## config.mk

```make
export PLATFORM = sky130hd
export DESIGN_NAME = serial_frame_receiver_flat
export DESIGN_NICKNAME = d
export VERILOG_FILES = /design/src/rtl/serial_frame_receiver_if.sv /design/src/rtl/serial_frame_receiver.sv /design/src/flat_wrapper.sv
export SDC_FILE = /design/constraint.sdc
export NUM_CORES = 1
export LEC_CHECK = 0
export BUFFER_PORTS_ARGS = -buffer_cell sky130_fd_sc_hd__clkbuf_2
export CAP_MARGIN = 20
export CORE_UTILIZATION = 45
export DETAILED_ROUTE_END_ITERATION = 10
export PLACE_DENSITY = 0.67
export SYNTH_ARGS = -nofsm -noshare
export SYNTH_HDL_FRONTEND = slang
export SYNTH_SLANG_ARGS = --single-unit
```

## constraint.sdc

```tcl
create_clock -name CP -period 1.8 [get_ports CP]
set_clock_uncertainty 0.1 [all_clocks]
set_input_delay 0.36 -clock CP [delete_from_list [all_inputs] [get_ports CP]]
set_output_delay 0.36 -clock CP [all_outputs]
set_load 0.005 [all_outputs]
```

## src/rtl/serial_frame_receiver_if.sv

```systemverilog
// Bit-stream, acknowledge and result/flag signals between a serial frame source/consumer and the receiver.
interface serial_frame_receiver_if #(
  parameter int WIDTH = 8
);
  logic             BIT_EN;
  logic             Si;
  logic             DIR;
  logic             ACK;
  logic [WIDTH-1:0] Q;
  logic             RDY;
  logic             VALID;
  logic             BUSY;
  logic             FERR;
  logic             OVR;
  logic             PERR;

  modport master (
    output BIT_EN, Si, DIR, ACK,
    input  Q, RDY, VALID, BUSY, FERR, OVR, PERR
  );

  modport slave (
    input  BIT_EN, Si, DIR, ACK,
    output Q, RDY, VALID, BUSY, FERR, OVR, PERR
  );
endinterface

```

## src/rtl/serial_frame_receiver.sv

```systemverilog
// Framed serial-to-parallel receiver (LSB/MSB first); Q/VALID one cycle after the stop-bit sample, RDY held until ACK.
// Define PARITY_EN to add a parity bit between data and stop (PARITY_ODD selects odd parity).
module serial_frame_receiver #(
  parameter int WIDTH      = 8,
  parameter int PARITY_ODD = 0
) (
  input  logic                    CP,
  input  logic                    CR,
  serial_frame_receiver_if.slave  bus
);

  localparam int CW = $clog2(WIDTH);

  if (WIDTH < 2 || PARITY_ODD < 0 || PARITY_ODD > 1) begin : g_cfg_err
    $error("serial_frame_receiver: WIDTH must be >= 2 and PARITY_ODD 0 or 1");
  end

  typedef enum logic [1:0] {
    IDLE,
    DATA,
`ifdef PARITY_EN
    PARITY,
`endif
    STOP
  } state_t;

  state_t           state, state_nxt;
  logic [WIDTH-1:0] sreg, sreg_nxt;
  logic [CW-1:0]    cnt, cnt_nxt;
  logic             dir_l, dir_nxt;
  logic [WIDTH-1:0] q;
  logic             rdy, ovr, valid, ferr;
  logic             good, stop_bad;
`ifdef PARITY_EN
  logic             par_bad, par_bad_nxt;
  logic             par_fail;
  logic             perr;
`endif

  always_ff @(posedge CP or posedge CR) begin
    if (CR) state <= IDLE;
    else    state <= state_nxt;
  end

  always_comb begin
    state_nxt = state;
    sreg_nxt  = sreg;
    cnt_nxt   = cnt;
    dir_nxt   = dir_l;
    good      = 1'b0;
    stop_bad  = 1'b0;
`ifdef PARITY_EN
    par_bad_nxt = par_bad;
    par_fail    = 1'b0;
`endif
    if (bus.BIT_EN) begin
      case (state)
        IDLE: begin
          if (!bus.Si) begin
            state_nxt = DATA;
            cnt_nxt   = '0;
            dir_nxt   = bus.DIR;
          end
        end
        DATA: begin
          // dir_l=0: first bit ends up in bit 0; dir_l=1: first bit ends up in the MSB
          sreg_nxt = dir_l ? {sreg[WIDTH-2:0], bus.Si} : {bus.Si, sreg[WIDTH-1:1]};
          cnt_nxt  = cnt + CW'(1);
          if (cnt == CW'(WIDTH - 1)) begin
            cnt_nxt = '0;
`ifdef PARITY_EN
            state_nxt   = PARITY;
            par_bad_nxt = 1'b0;
`else
            state_nxt = STOP;
`endif
          end
        end
`ifdef PARITY_EN
        PARITY: begin
          par_bad_nxt = bus.Si != ((^sreg) ^ (PARITY_ODD != 0));
          state_nxt   = STOP;
        end
`endif
        STOP: begin
          state_nxt = IDLE;
          if (!bus.Si) stop_bad = 1'b1;
`ifdef PARITY_EN
          else if (par_bad) par_fail = 1'b1;
`endif
          else good = 1'b1;
        end
        default: state_nxt = IDLE;
      endcase
    end
  end

  always_ff @(posedge CP or posedge CR) begin
    if (CR) begin
      sreg  <= '0;
      cnt   <= '0;
      dir_l <= 1'b0;
      q     <= '0;
      rdy   <= 1'b0;
      ovr   <= 1'b0;
      valid <= 1'b0;
      ferr  <= 1'b0;
`ifdef PARITY_EN
      par_bad <= 1'b0;
      perr    <= 1'b0;
`endif
    end else begin
      sreg  <= sreg_nxt;
      cnt   <= cnt_nxt;
      dir_l <= dir_nxt;
      valid <= good;
      ferr  <= stop_bad;
      if (good) q <= sreg;
      // a completion wins over ACK for RDY; ACK wins over a completion for OVR
      if (good)         rdy <= 1'b1;
      else if (bus.ACK) rdy <= 1'b0;
      if (bus.ACK)          ovr <= 1'b0;
      else if (good && rdy) ovr <= 1'b1;
`ifdef PARITY_EN
      par_bad <= par_bad_nxt;
      perr    <= par_fail;
`endif
    end
  end

  assign bus.Q     = q;
  assign bus.RDY   = rdy;
  assign bus.VALID = valid;
  assign bus.BUSY  = (state != IDLE);
  assign bus.FERR  = ferr;
  assign bus.OVR   = ovr;
`ifdef PARITY_EN
  assign bus.PERR  = perr;
`else
  assign bus.PERR  = 1'b0;
`endif

endmodule
```

## src/flat_wrapper.sv

```systemverilog
// flat-port wrapper written by rule: the top's interface ports become plain ports
module serial_frame_receiver_flat 
#(
  parameter int WIDTH      = 8,
  parameter int PARITY_ODD = 0
)
  (CP, CR, bus_BIT_EN, bus_Si, bus_DIR, bus_ACK, bus_Q, bus_RDY, bus_VALID, bus_BUSY, bus_FERR, bus_OVR, bus_PERR);
  serial_frame_receiver_if #(.WIDTH(WIDTH)) bus_i ();
  input  logic CP;
  input  logic CR;
  input wire logic [$bits(bus_i.BIT_EN)-1:0] bus_BIT_EN;
  input wire logic [$bits(bus_i.Si)-1:0] bus_Si;
  input wire logic [$bits(bus_i.DIR)-1:0] bus_DIR;
  input wire logic [$bits(bus_i.ACK)-1:0] bus_ACK;
  output wire logic [$bits(bus_i.Q)-1:0] bus_Q;
  output wire logic [$bits(bus_i.RDY)-1:0] bus_RDY;
  output wire logic [$bits(bus_i.VALID)-1:0] bus_VALID;
  output wire logic [$bits(bus_i.BUSY)-1:0] bus_BUSY;
  output wire logic [$bits(bus_i.FERR)-1:0] bus_FERR;
  output wire logic [$bits(bus_i.OVR)-1:0] bus_OVR;
  output wire logic [$bits(bus_i.PERR)-1:0] bus_PERR;
  assign bus_i.BIT_EN = bus_BIT_EN;
  assign bus_i.Si = bus_Si;
  assign bus_i.DIR = bus_DIR;
  assign bus_i.ACK = bus_ACK;
  assign bus_Q = bus_i.Q;
  assign bus_RDY = bus_i.RDY;
  assign bus_VALID = bus_i.VALID;
  assign bus_BUSY = bus_i.BUSY;
  assign bus_FERR = bus_i.FERR;
  assign bus_OVR = bus_i.OVR;
  assign bus_PERR = bus_i.PERR;
  serial_frame_receiver #(.WIDTH(WIDTH), .PARITY_ODD(PARITY_ODD)) u_core (.CP(CP), .CR(CR), .bus(bus_i));
endmodule
```

# Yosys cells after proc, flatten, opt, wreduce, memory -nomap -nowiden
# Index checks and enable logic that the tools add are counted.
# W data, S select, Z words.
# op_classes
eq_ne	5
add_sub_neg	1
n_reduce_logical	10
n_bitwise	1
n_mux	17
# op_table
cell	count
$mux W1	10
$reduce_and A3 Y1	3
$mux W8	1
$reduce_bool A2 Y1	4
$mux W3	2
$pmux W3 S2	1
$mux W2	2
$pmux W2 S2	1
$add A3 B1 Y3 const B	1
$eq A3 B3 Y1 const B	1
$eq A2 B1 Y1 const B	1
$eq A2 B2 Y1 const B	1
$logic_not A2 Y1	1
$ne A2 B1 Y1 const B	1
$ne A2 B2 Y1 const B	1
$reduce_and A2 Y1	1
$logic_and A1 B1 Y1	1
$not A1 Y1	1
# totals
inputBits	6
output_inout_bits	14
regBits	26

# Longest topological paths before layout
# Gate-level depths: netlist (run 1).
# depth
depth_word	6
depth_mapped	5
ltp_nobuf	4

# Worst setup path after synthesis (run 1)
# OpenSTA, ideal clock, no wires.
# synth_timing
path_type	reg-to-reg
start	reg u_core.state[1]
end	reg u_core.dir_l
t_required_ns	1.575
setup_ns	0.125
n_path_buf	1
setup_slack_ns	0.458
path_stages_with_launch	4
period_less_slack_ns	1.342
arrival_ns	1.117
path_cell_list	dfrtp_1 > buf_6 > nor4_2 > mux2_2
# synth_between
elab_chain_len	2
# synth_lines
element	line	text
start: declaration	serial_frame_receiver.sv:27	state_t state, state_nxt;
start signal: assignment	serial_frame_receiver.sv:42	else state <= state_nxt;
$logic_not A2 Y1	serial_frame_receiver.sv:57	case (state)
$reduce_and A3 Y1 (no source line)	-	
end signal: assignment	serial_frame_receiver.sv:115	dir_l <= dir_nxt;
end: declaration	serial_frame_receiver.sv:30	logic dir_l, dir_nxt;
# Every way passes these cells.
# A chain may end at the register's enable or synchronous reset.

# Final worst setup path (run 1)
# layout_timing
start	reg u_core.state[1]
end	out bus_BUSY
# layout_between
elab_chain_len	1
# layout_lines
element	line	text
$reduce_bool A2 Y1	serial_frame_receiver.sv:134	assign bus.BUSY = (state != IDLE);
end: declaration	flat_wrapper.sv:18	output wire logic [$bits(bus_i.BUSY)-1:0] bus_BUSY;
# Every way passes these cells.

==> results of run 1 <==
## sequential cells by signal (all words and copies together), names as in the netlist
| signal | flops |
|---|---|
| u_core.sreg | 8 |
| u_core.state | 2 |
| u_core.bus.RDY | 1 |
| u_core.bus.OVR | 1 |
| u_core.cnt | 3 |
| u_core.bus.Q | 8 |
| u_core.bus.VALID | 1 |
| u_core.dir_l | 1 |
| u_core.bus.FERR | 1 |
## power groups by stage
| stage | clock (uW) | sequential (uW) | combinational, uW |
|---|---|---|---|
| 2_1_floorplan | 0 | 834 | 362 |
| 3_3_place_gp | 0 | 906 | 371 |
| 3_5_place_dp | 0 | 914 | 391 |
| 4_1_cts | 297 | 904 | 394 |
| 5_1_grt | 315 | 925 | 454 |
| 6_report | 289 | 903 | 388 |
## synth_stat cells, drive strengths merged
cell	n	area, sq um
nand3b	1	7.51
a211o	1	8.76
nor2	1	3.75
buf	3	23.8
nor3	3	15.0
nand4b	1	23.8
mux2i	8	80.1
nand2	33	124
dfrtp	26	651
conb	1	3.75
a21o	2	15.0
nor4	1	12.5
a21oi	1	5.00
mux2	1	11.3
a22o	3	26.3
or2	1	6.26
o21ai	10	50.1
ha	2	25.0
clkbuf	1	5.00
inv	5	18.8
## layout make-up
| type | instances | area share, % |
|---|---|---|
| Tap cell | 28 | 2.77 |
| Sequential cell | 26 | 51.4 |
| Inverter | 5 | 1.48 |
| Timing Repair Buffer | 20 | 8.50 |
| Clock buffer | 4 | 2.87 |
| Multi-Input combinational cell | 70 | 33.0 |
## placed cells by master (no fill, tap or decap), drive strengths merged
| master | synthesis | routed |
|---|---|---|
| a21o | 2 | 2 |
| or2 | 1 | 1 |
| nand2 | 33 | 33 |
| clkbuf | 1 | 22 |
| dlygate4sd3 | 0 | 1 |
| a21oi | 1 | 1 |
| mux2 | 1 | 1 |
| dfrtp | 26 | 26 |
| o21ai | 10 | 10 |
| nor2 | 1 | 1 |
| nand3b | 1 | 1 |
| conb | 1 | 1 |
| ha | 2 | 2 |
| inv | 5 | 5 |
| mux2i | 8 | 8 |
| nor3 | 3 | 3 |
| a22o | 3 | 3 |
| buf | 3 | 1 |
| nand4b | 1 | 1 |
| nor4 | 1 | 1 |
| a211o | 1 | 1 |
## metrics by stage
step           setup slack, ns  hold slack [ns]  utilization, %
2_1_floorplan            0.458            0.300               -
3_3_place_gp             0.357            0.308            53.6
3_5_place_dp             0.306            0.312            53.6
4_1_cts                 0.0797           0.0899            55.6
5_1_grt                 0.0348           0.0880            55.6
6_report                0.0910           0.0979            55.6
## worst paths after layout
check | endpoint | slack, ns | cells past startpoint
worst min-delay path | u_core.bus.OVR$_DFFE_PP0P_ | 0.1 | 2
min in group asynchronous | u_core.bus.Q[6]$_DFFE_PP0P_ | 0.50 | 4
worst max register to register | u_core.cnt[0]$_DFFE_PP0P_ | 0.27 | 3
worst min register to register | u_core.bus.Q[1]$_DFFE_PP0P_ | 0.39 | 2
worst max-delay path | bus_BUSY | 0.09 | 2
max in group asynchronous | u_core.sreg[7]$_DFFE_PP0P_ | 0.85 | 4
## routing by layer
layer	vias up	global-route usage, %	wire (microns)
li1	389	-	-
met5	-	0	0
met4	0	6.76	16
met2	10	26.0	827
met1	382	24.9	944
met3	2	2.63	48
## critical path, cell delays in order (launching register included)
cell and delay, ns:
dfrtp_1 0.51, or2_2 0.32, clkbuf_2 0.12
## repair_timing
action	in CTS	in global routing
endpoints found under the setup margin	0	0
endpoints found under the hold margin	26	0
hold buffers	1	0
## cells by family (layout without fill, tap and decap cells)
family          after synthesis  in the layout
compound gates               17             17
fa+ha+maj                     2              2
buf+inv                       9             29
flops                        26             26
mux                           9              9
other cells                   1              1
simple gates                 41             41
==> impl_metrics.tcl, run 1 <==
set metrics [dict create \
    syn_nets 113 \
    die-area_sq_um 2680 \
    ir_worst_vdd_v 0.000724 \
    fin_area_sq_um 1270 \
    cts_buffer_depth 2 \
    cts_tree "done" \
    area.growth.synth_to_final_pct 13.5 \
    crit_path_start_kind "flip-flop" \
    yosysSeqAreaShare_pct 58.3 \
    cap_violations 0 \
    p_switching_uw 511 \
    worstSetupPathType "reg -> out" \
    setup_viol 0 \
    fillers 209 \
    p_total_uw 1580 \
    grt_max_degree 27 \
    power_density_nw_per_um2 1250 \
    grt_pass1_wl_mm 3.35 \
    place_area_sq_um 1220 \
    netlist_area_sq_um 1120 \
    drt_iter0_drc 7 \
    cts.htree.levels 1 \
    end_kind "output port" \
    worstSetupStartpoint "u_core.state[1]$_DFFE_PP0P_" \
    switching_share_pct 32.4 \
    grt_antenna_before_repair 0 \
    cts-buffers-inserted 3 \
    share_comb_of_total_power_pct 24.5 \
    arrival_ns 1.25 \
    fin_crit_ns 1.71 \
    synth-compound-area-share_pct 9.42 \
    totalWireLength_mm 1.84 \
    synth_area_per_cell_sq_um 10.6 \
    final_net_count 134 \
    syn-instance-count 105 \
    slew_viol_final 0 \
    synth-xor-area-share_pct 0 \
    start_util_pct 49.0 \
    grt.overflow.total 0 \
    clkLatencyLatePin_ns 0.31 \
    synth_cell_types 23 \
    num_vias 783 \
    internal_power_uw 1070 \
    p_seq_share_pct 57.2 \
    die_x_microns 51.8 \
    cts.clk_slew.worst_paths_ns 0.13 \
    dr.pass1.iters 4 \
    gp_congestion 0.714 \
    timing.rr.start "u_core.state[1]$_DFFE_PP0P_" \
    crit_required_ns 1.34 \
    hp-class "in -> reg" \
    postRouteAntennaNets 0 \
    dp_cells 148 \
    ctsResizeCount 0 \
    hp-start "bus_ACK" \
    post-dp-hpwl_mm 1.30 \
    coreArea_sq_um 2280 \
    yosys.area_share.simple_pct 17.3 \
    multi_input_area_sq_um 418 \
    rsz0062_at_grt "no" \
    regArea_sq_um 651 \
    outcome "finished, final reports clean" \
    muxShareOfSynthArea_pct 8.18 \
    post-cts-setup-buffers 0 \
    drt-wirelength-per-cell_microns 12.0 \
    synth-adder-area-share_pct 2.24 \
    fp-row-count 17 \
    gr-usage-all-layers_pct 17.2 \
    via_per_inst 5.12 \
    portBuffers 18 \
    power_leakage_uw 0.000695 \
    pwr-share-clk_pct 18.3 \
    layout-drive-gt1-share_pct 23.2 \
    fin_cells 153 \
    n_antenna_cell 0 \
    yosysWarnings 0 \
    period_share_pct 94.9 \
    cp_max_fo 9 \
    cts-root-buf "clkbuf_4" \
    ys_ff_latch 26 \
    hold_viol 0 \
    tns_ns 0 \
    max_freq_mhz 585 \
    max-slew-margin-rel_pct 65.6 \
    synth_top_family_by_area "simple AND/OR/NAND/NOR gates" \
    worst_pin_slew_ns 0.514 \
    io_pins 20 \
    clkSinkCount 26 \
    grt_pass1_vias 743 \
    die_h_microns 51.8 \
    drc 0 \
]
No activity file was read; power rests on OpenSTA's default activity.
==> run 2, diff against run 1 <==
--- a/config.mk
+++ b/config.mk
@@ -5,11 +5,13 @@
 export SDC_FILE = /design/constraint.sdc
 export NUM_CORES = 1
 export LEC_CHECK = 0
+export ABC_AREA = 1
 export BUFFER_PORTS_ARGS = -buffer_cell sky130_fd_sc_hd__clkbuf_2
 export CAP_MARGIN = 20
+export CORE_ASPECT_RATIO = 2
 export CORE_UTILIZATION = 45
 export DETAILED_ROUTE_END_ITERATION = 10
-export PLACE_DENSITY = 0.67
+export PLACE_DENSITY = 0.66
 export SYNTH_ARGS = -nofsm -noshare
 export SYNTH_HDL_FRONTEND = slang
 export SYNTH_SLANG_ARGS = --single-unit
==> impl_metrics.tcl, run 2 <==
set metrics [dict create \
    yosys.area.top_type_share_pct 54.3 \
    syn_nets 140 \
    rsz0062_at_grt "no" \
    drt-wirelength-per-cell_microns 11.8 \
    num_vias 878 \
    synth_ff_type "dfrtp_1" \
    ys_async_sr_fraction_pct 100 \
    place_ws_ns 0.399 \
    cpPeakStageDelay_ns 0.46 \
    netlist_area_sq_um 1200 \
    ir_worst_vdd_v 0.000712 \
    synthTopCellsByArea "dfrtp_1 (54%), nand2_1 (11%), inv_1 (6.6%)" \
    drt_iter0_drc 22 \
    crit_required_ns 1.34 \
    portBuffers 18 \
    via_per_inst 4.96 \
    final_net_count 159 \
    postRouteAntennaNets 0 \
    totalWireLength_mm 2.10 \
    p_total_uw 1670 \
    layout_commonest_cell "nand2_1" \
    worstSetupPathType "reg -> out" \
    syn-instance-count 132 \
    cts_buffer_depth 2 \
    area.growth.synth_to_final_pct 10.9 \
    end_kind "output port" \
    synth_edf_count 0 \
    hp-class "in -> async" \
    cap_violations 0 \
    tns_ns 0 \
    slew_viol_final 0 \
    cts-buffers-inserted 3 \
    fin_crit_ns 1.54 \
    cts-root-buf "clkbuf_8" \
    grt_antenna_before_repair 0 \
    arrival_ns 1.08 \
    yosysWarnings 0 \
    clkLatencyLatePin_ns 0.26 \
    period_share_pct 85.3 \
    yosys.area.top_type "dfrtp_1" \
    die_x_microns 38.5 \
    clkSinkCount 26 \
    yosysSeqAreaShare_pct 54.3 \
    ctsResizeCount 0 \
    synth_most_common_cell "nand2_1" \
    synth_cell_types 20 \
    path_cells "nor2_1 > inv_1 > clkbuf_2" \
    n_antenna_cell 0 \
    fin_ws_ns 0.265 \
    die-area_sq_um 2880 \
    cp_slowest_cell "dfrtp_1" \
    gp_congestion 0.747 \
    power_density_nw_per_um2 1260 \
    grt_pass1_wl_mm 3.44 \
    synth_area_per_cell_sq_um 9.07 \
    grt_pass1_vias 829 \
    dr.pass1.iters 4 \
    post-cts-setup-buffers 0 \
    grt.overflow.total 0 \
    layout-drive-gt1-share_pct 24.2 \
    coreArea_sq_um 2540 \
    fillers 253 \
    synth_common_cells "nand2_1 (34), dfrtp_1 (26), inv_1 (21)" \
    gr-usage-all-layers_pct 17.0 \
    io_pins 20 \
    ys_ff_latch 26 \
    fp-row-count 26 \
    die_h_microns 75.0 \
    max_freq_mhz 651 \
    cts.clk_slew.worst_paths_ns 0.09 \
    cts_tree "done" \
    start_util_pct 47.2 \
    hold_viol 0 \
    drc 0 \
    post-dp-hpwl_mm 1.55 \
    crit_path_start_kind "flip-flop" \
    grt_max_degree 27 \
    cp_max_fo 5 \
    ctsHoldBuffers 0 \
    power_leakage_uw 0.000686 \
    final_cell_mix "nand2_1 (34), dfrtp_1 (26), inv_1 (21)" \
    setup_viol 0 \
    outcome "finished, final reports clean" \
    cts.htree.levels 1 \
]
run 2: changes by cell type after synthesis, moves of 2 or more:
cell / change
nor2_1: +2
o21ai_1: +9
inv_1: +18
mux2i_1: -8
a22o_1: -3
nor3_1: -2
inv_2: -2
o21ai_2: +9
a21o_1: -2
nand2_2: +3
nand3_1: +5
run 2: worst paths after layout:
kind,slack [ns],from,endpoint,depth (start not counted)
max,0.26,u_core.state[0]$_DFFE_PP0P_,bus_BUSY,3
min,0.01,CR,u_core.bus.Q[2]$_DFFE_PP0P_,3
max reg2reg,0.45,u_core.state[0]$_DFFE_PP0P_,u_core.bus.Q[6]$_DFFE_PP0P_,4
min reg2reg,0.39,u_core.bus.Q[2]$_DFFE_PP0P_,u_core.bus.Q[2]$_DFFE_PP0P_,2
max in group asynchronous,1.34,CR,u_core.dir_l$_DFFE_PP0P_,3
min in group CP,0.15,bus_ACK,u_core.bus.OVR$_DFFE_PP0P_,2
run 2: stage by stage:
step,hold WS (ns),instance area (sq um),utilization (%),cells
6_report,0.0125,1330,52.3,177
5_1_grt,0.0451,1330,52.3,177
4_1_cts,0.0278,1330,52.3,177
3_5_place_dp,0.317,1290,50.7,174
3_3_place_gp,0.308,1290,50.7,174
2_1_floorplan,0.300,1200,-,132
run 2: metal layers:
| metal | global-route usage [%] | part of all wire (%) |
|---|---|---|
| met1 | 19.3 | 40 |
| met4 | 8.05 | 1.0 |
| met2 | 30.5 | 57 |
| met3 | 1.77 | 2.2 |
| met5 | 0 | 0 |
run 2: cell type report:
| class | count | area, sq um | area share, % |
|---|---|---|---|
| Timing Repair Buffer | 19 | 97.6 | 7.35 |
| Inverter | 21 | 78.8 | 5.94 |
| Clock buffer | 3 | 41.3 | 3.11 |
| Multi-Input combinational cell | 80 | 424 | 32.0 |
| Tap cell | 28 | 35.0 | 2.64 |
| Sequential cell | 26 | 651 | 49.0 |
run 2: kinds of logic (layout without fill, tap and decap cells):
family | count (synthesis) | in the layout | synth area share [%]
AND/OR/NAND/NOR | 49 | 49 | 18.5
other | 1 | 1 | 0.313
flip-flops | 26 | 26 | 54.3
adder cells (fa/ha/maj) | 2 | 2 | 2.09
AO/OA/AOI/OAI | 28 | 28 | 14.5
buffers and inverters | 26 | 43 | 10.2
run 2: critical path, delay by kind of cell (launching register included):
| family | cells | cell delay, ns |
|---|---|---|
| AND/OR/NAND/NOR | 1 | 0.19 |
| flip-flops | 1 | 0.46 |
| buffers and inverters | 2 | 0.17 |
run 2: power breakdown:
group	internal, uW	total, uW	switching, uW
Sequential	729	857	128
Clock	150	319	169
Combinational	181	495	314
Total	1060	1670	611
==> run 3, diff against run 2 <==
--- a/config.mk
+++ b/config.mk
@@ -11,6 +11,7 @@
 export CORE_ASPECT_RATIO = 2
 export CORE_UTILIZATION = 45
 export DETAILED_ROUTE_END_ITERATION = 10
+export MAX_ROUTING_LAYER = met4
 export PLACE_DENSITY = 0.66
 export SYNTH_ARGS = -nofsm -noshare
 export SYNTH_HDL_FRONTEND = slang
==> impl_metrics.tcl, run 3 (synthesized netlist as in run 2, its figures left out) <==
set metrics [dict create \
    clkSinkCount 26 \
    die-area_sq_um 2880 \
    slew_viol_final 0 \
    area.growth.synth_to_final_pct 10.9 \
    die_h_microns 75.0 \
    cts.htree.levels 1 \
    io_pins 20 \
    totalWireLength_mm 2.09 \
    coreArea_sq_um 2540 \
    post-dp-hpwl_mm 1.55 \
    drc 0 \
    gp_congestion 0.756 \
    drt_iter0_drc 19 \
    grt_max_degree 27 \
    cap_violations 0 \
    final_net_count 159 \
    n_antenna_cell 0 \
    via_per_inst 4.94 \
    ctsResizeCount 0 \
    cts-root-buf "clkbuf_8" \
    ctsHoldBuffers 0 \
    drt-wirelength-per-cell_microns 11.8 \
    cp_max_fo 5 \
    rsz0062_at_grt "no" \
    fin_area_sq_um 1330 \
    period_share_pct 85.2 \
    arrival_ns 1.07 \
    cts.clk_slew.worst_paths_ns 0.08 \
    cts_tree "done" \
    cts_buffer_depth 2 \
    power_density_nw_per_um2 1260 \
    place_area_sq_um 1290 \
    end_kind "output port" \
    cp_slowest_cell "dfrtp_1" \
    outcome "finished, final reports clean" \
    final_cell_mix "nand2_1 (34), dfrtp_1 (26), inv_1 (21)" \
    grt.overflow.total 0 \
    utilization_pct 52.3 \
    grt_pass1_vias 831 \
    power_leakage_uw 0.000686 \
    post-cts-setup-buffers 0 \
    die_x_microns 38.5 \
    cts-buffers-inserted 3 \
    setup_viol 0 \
    hp-class "in -> async" \
    worstSetupPathType "reg -> out" \
    path_cells "nor2_1 > inv_1 > clkbuf_2" \
    layout-drive-gt1-share_pct 24.2 \
    tns_ns 0 \
    fin_crit_ns 1.53 \
    layout_commonest_cell "nand2_1" \
    postRouteAntennaNets 0 \
    p_total_uw 1670 \
    grt_pass1_wl_mm 3.43 \
    clkLatencyLatePin_ns 0.26 \
    grt_antenna_before_repair 0 \
    start_util_pct 47.2 \
    crit_path_start_kind "flip-flop" \
    cpPeakStageDelay_ns 0.46 \
    num_vias 874 \
    dr.pass1.iters 4 \
    gr-usage-all-layers_pct 17.4 \
    hold_viol 0 \
    fp-row-count 26 \
    crit_required_ns 1.34 \
    ir_worst_vdd_v 0.000712 \
    max_freq_mhz 652 \
    portBuffers 18 \
]
[run 3: cell counts in the layout (fill, tap and decap cells not counted)]
No cell type changed its count.
[run 3: final timing paths]
path,endpoint,slack [ns],start,cells past startpoint
worst max-delay path,bus_BUSY,0.27,u_core.state[0]$_DFFE_PP0P_,3
worst min-delay path,u_core.bus.Q[2]$_DFFE_PP0P_,0.009,CR,3
worst max register to register,u_core.bus.Q[6]$_DFFE_PP0P_,0.45,u_core.state[0]$_DFFE_PP0P_,4
worst min register to register,u_core.bus.Q[2]$_DFFE_PP0P_,0.39,u_core.bus.Q[2]$_DFFE_PP0P_,2
max in group asynchronous,u_core.dir_l$_DFFE_PP0P_,1.34,CR,3
min in group CP,u_core.bus.OVR$_DFFE_PP0P_,0.15,bus_ACK,2
[run 3: cell type report]
| type | instances | area (sq um) |
|---|---|---|
| repair buffers | 19 | 97.6 |
| fillers | 253 | 1210 |
| flip-flops and latches | 26 | 651 |
| multi-input cells | 80 | 424 |
| inverters | 21 | 78.8 |
| well taps | 28 | 35.0 |
| clock buffers | 3 | 41.3 |
[run 3: stage by stage]
stage,hold WS [ns],setup slack (ns),std cells
6_report,0.00943,0.266,177
3_3_place_gp,0.308,0.456,174
3_5_place_dp,0.317,0.399,174
2_1_floorplan,0.300,0.634,132
5_1_grt,0.0451,0.212,177
4_1_cts,0.0278,0.263,177
[run 3: report_power, final]
group / internal [uW] / switching (uW) / total (uW)
Combinational: 181 / 314 / 496
Clock: 150 / 169 / 318
Sequential: 729 / 130 / 858
Total: 1060 / 613 / 1670
[run 3: critical path, delay by kind of cell, from the launching register on]
| family | cells | cell delay (ns) |
|---|---|---|
| buffers and inverters | 2 | 0.17 |
| flip-flops | 1 | 0.46 |
| AND/OR/NAND/NOR | 1 | 0.19 |
[run 3: routing by layer]
metal	global-route usage [%]	part of all wire, %
met1	19.1	40
met2	30.5	56
met3	1.77	2.3
met4	8.05	1.0
met5	-	0
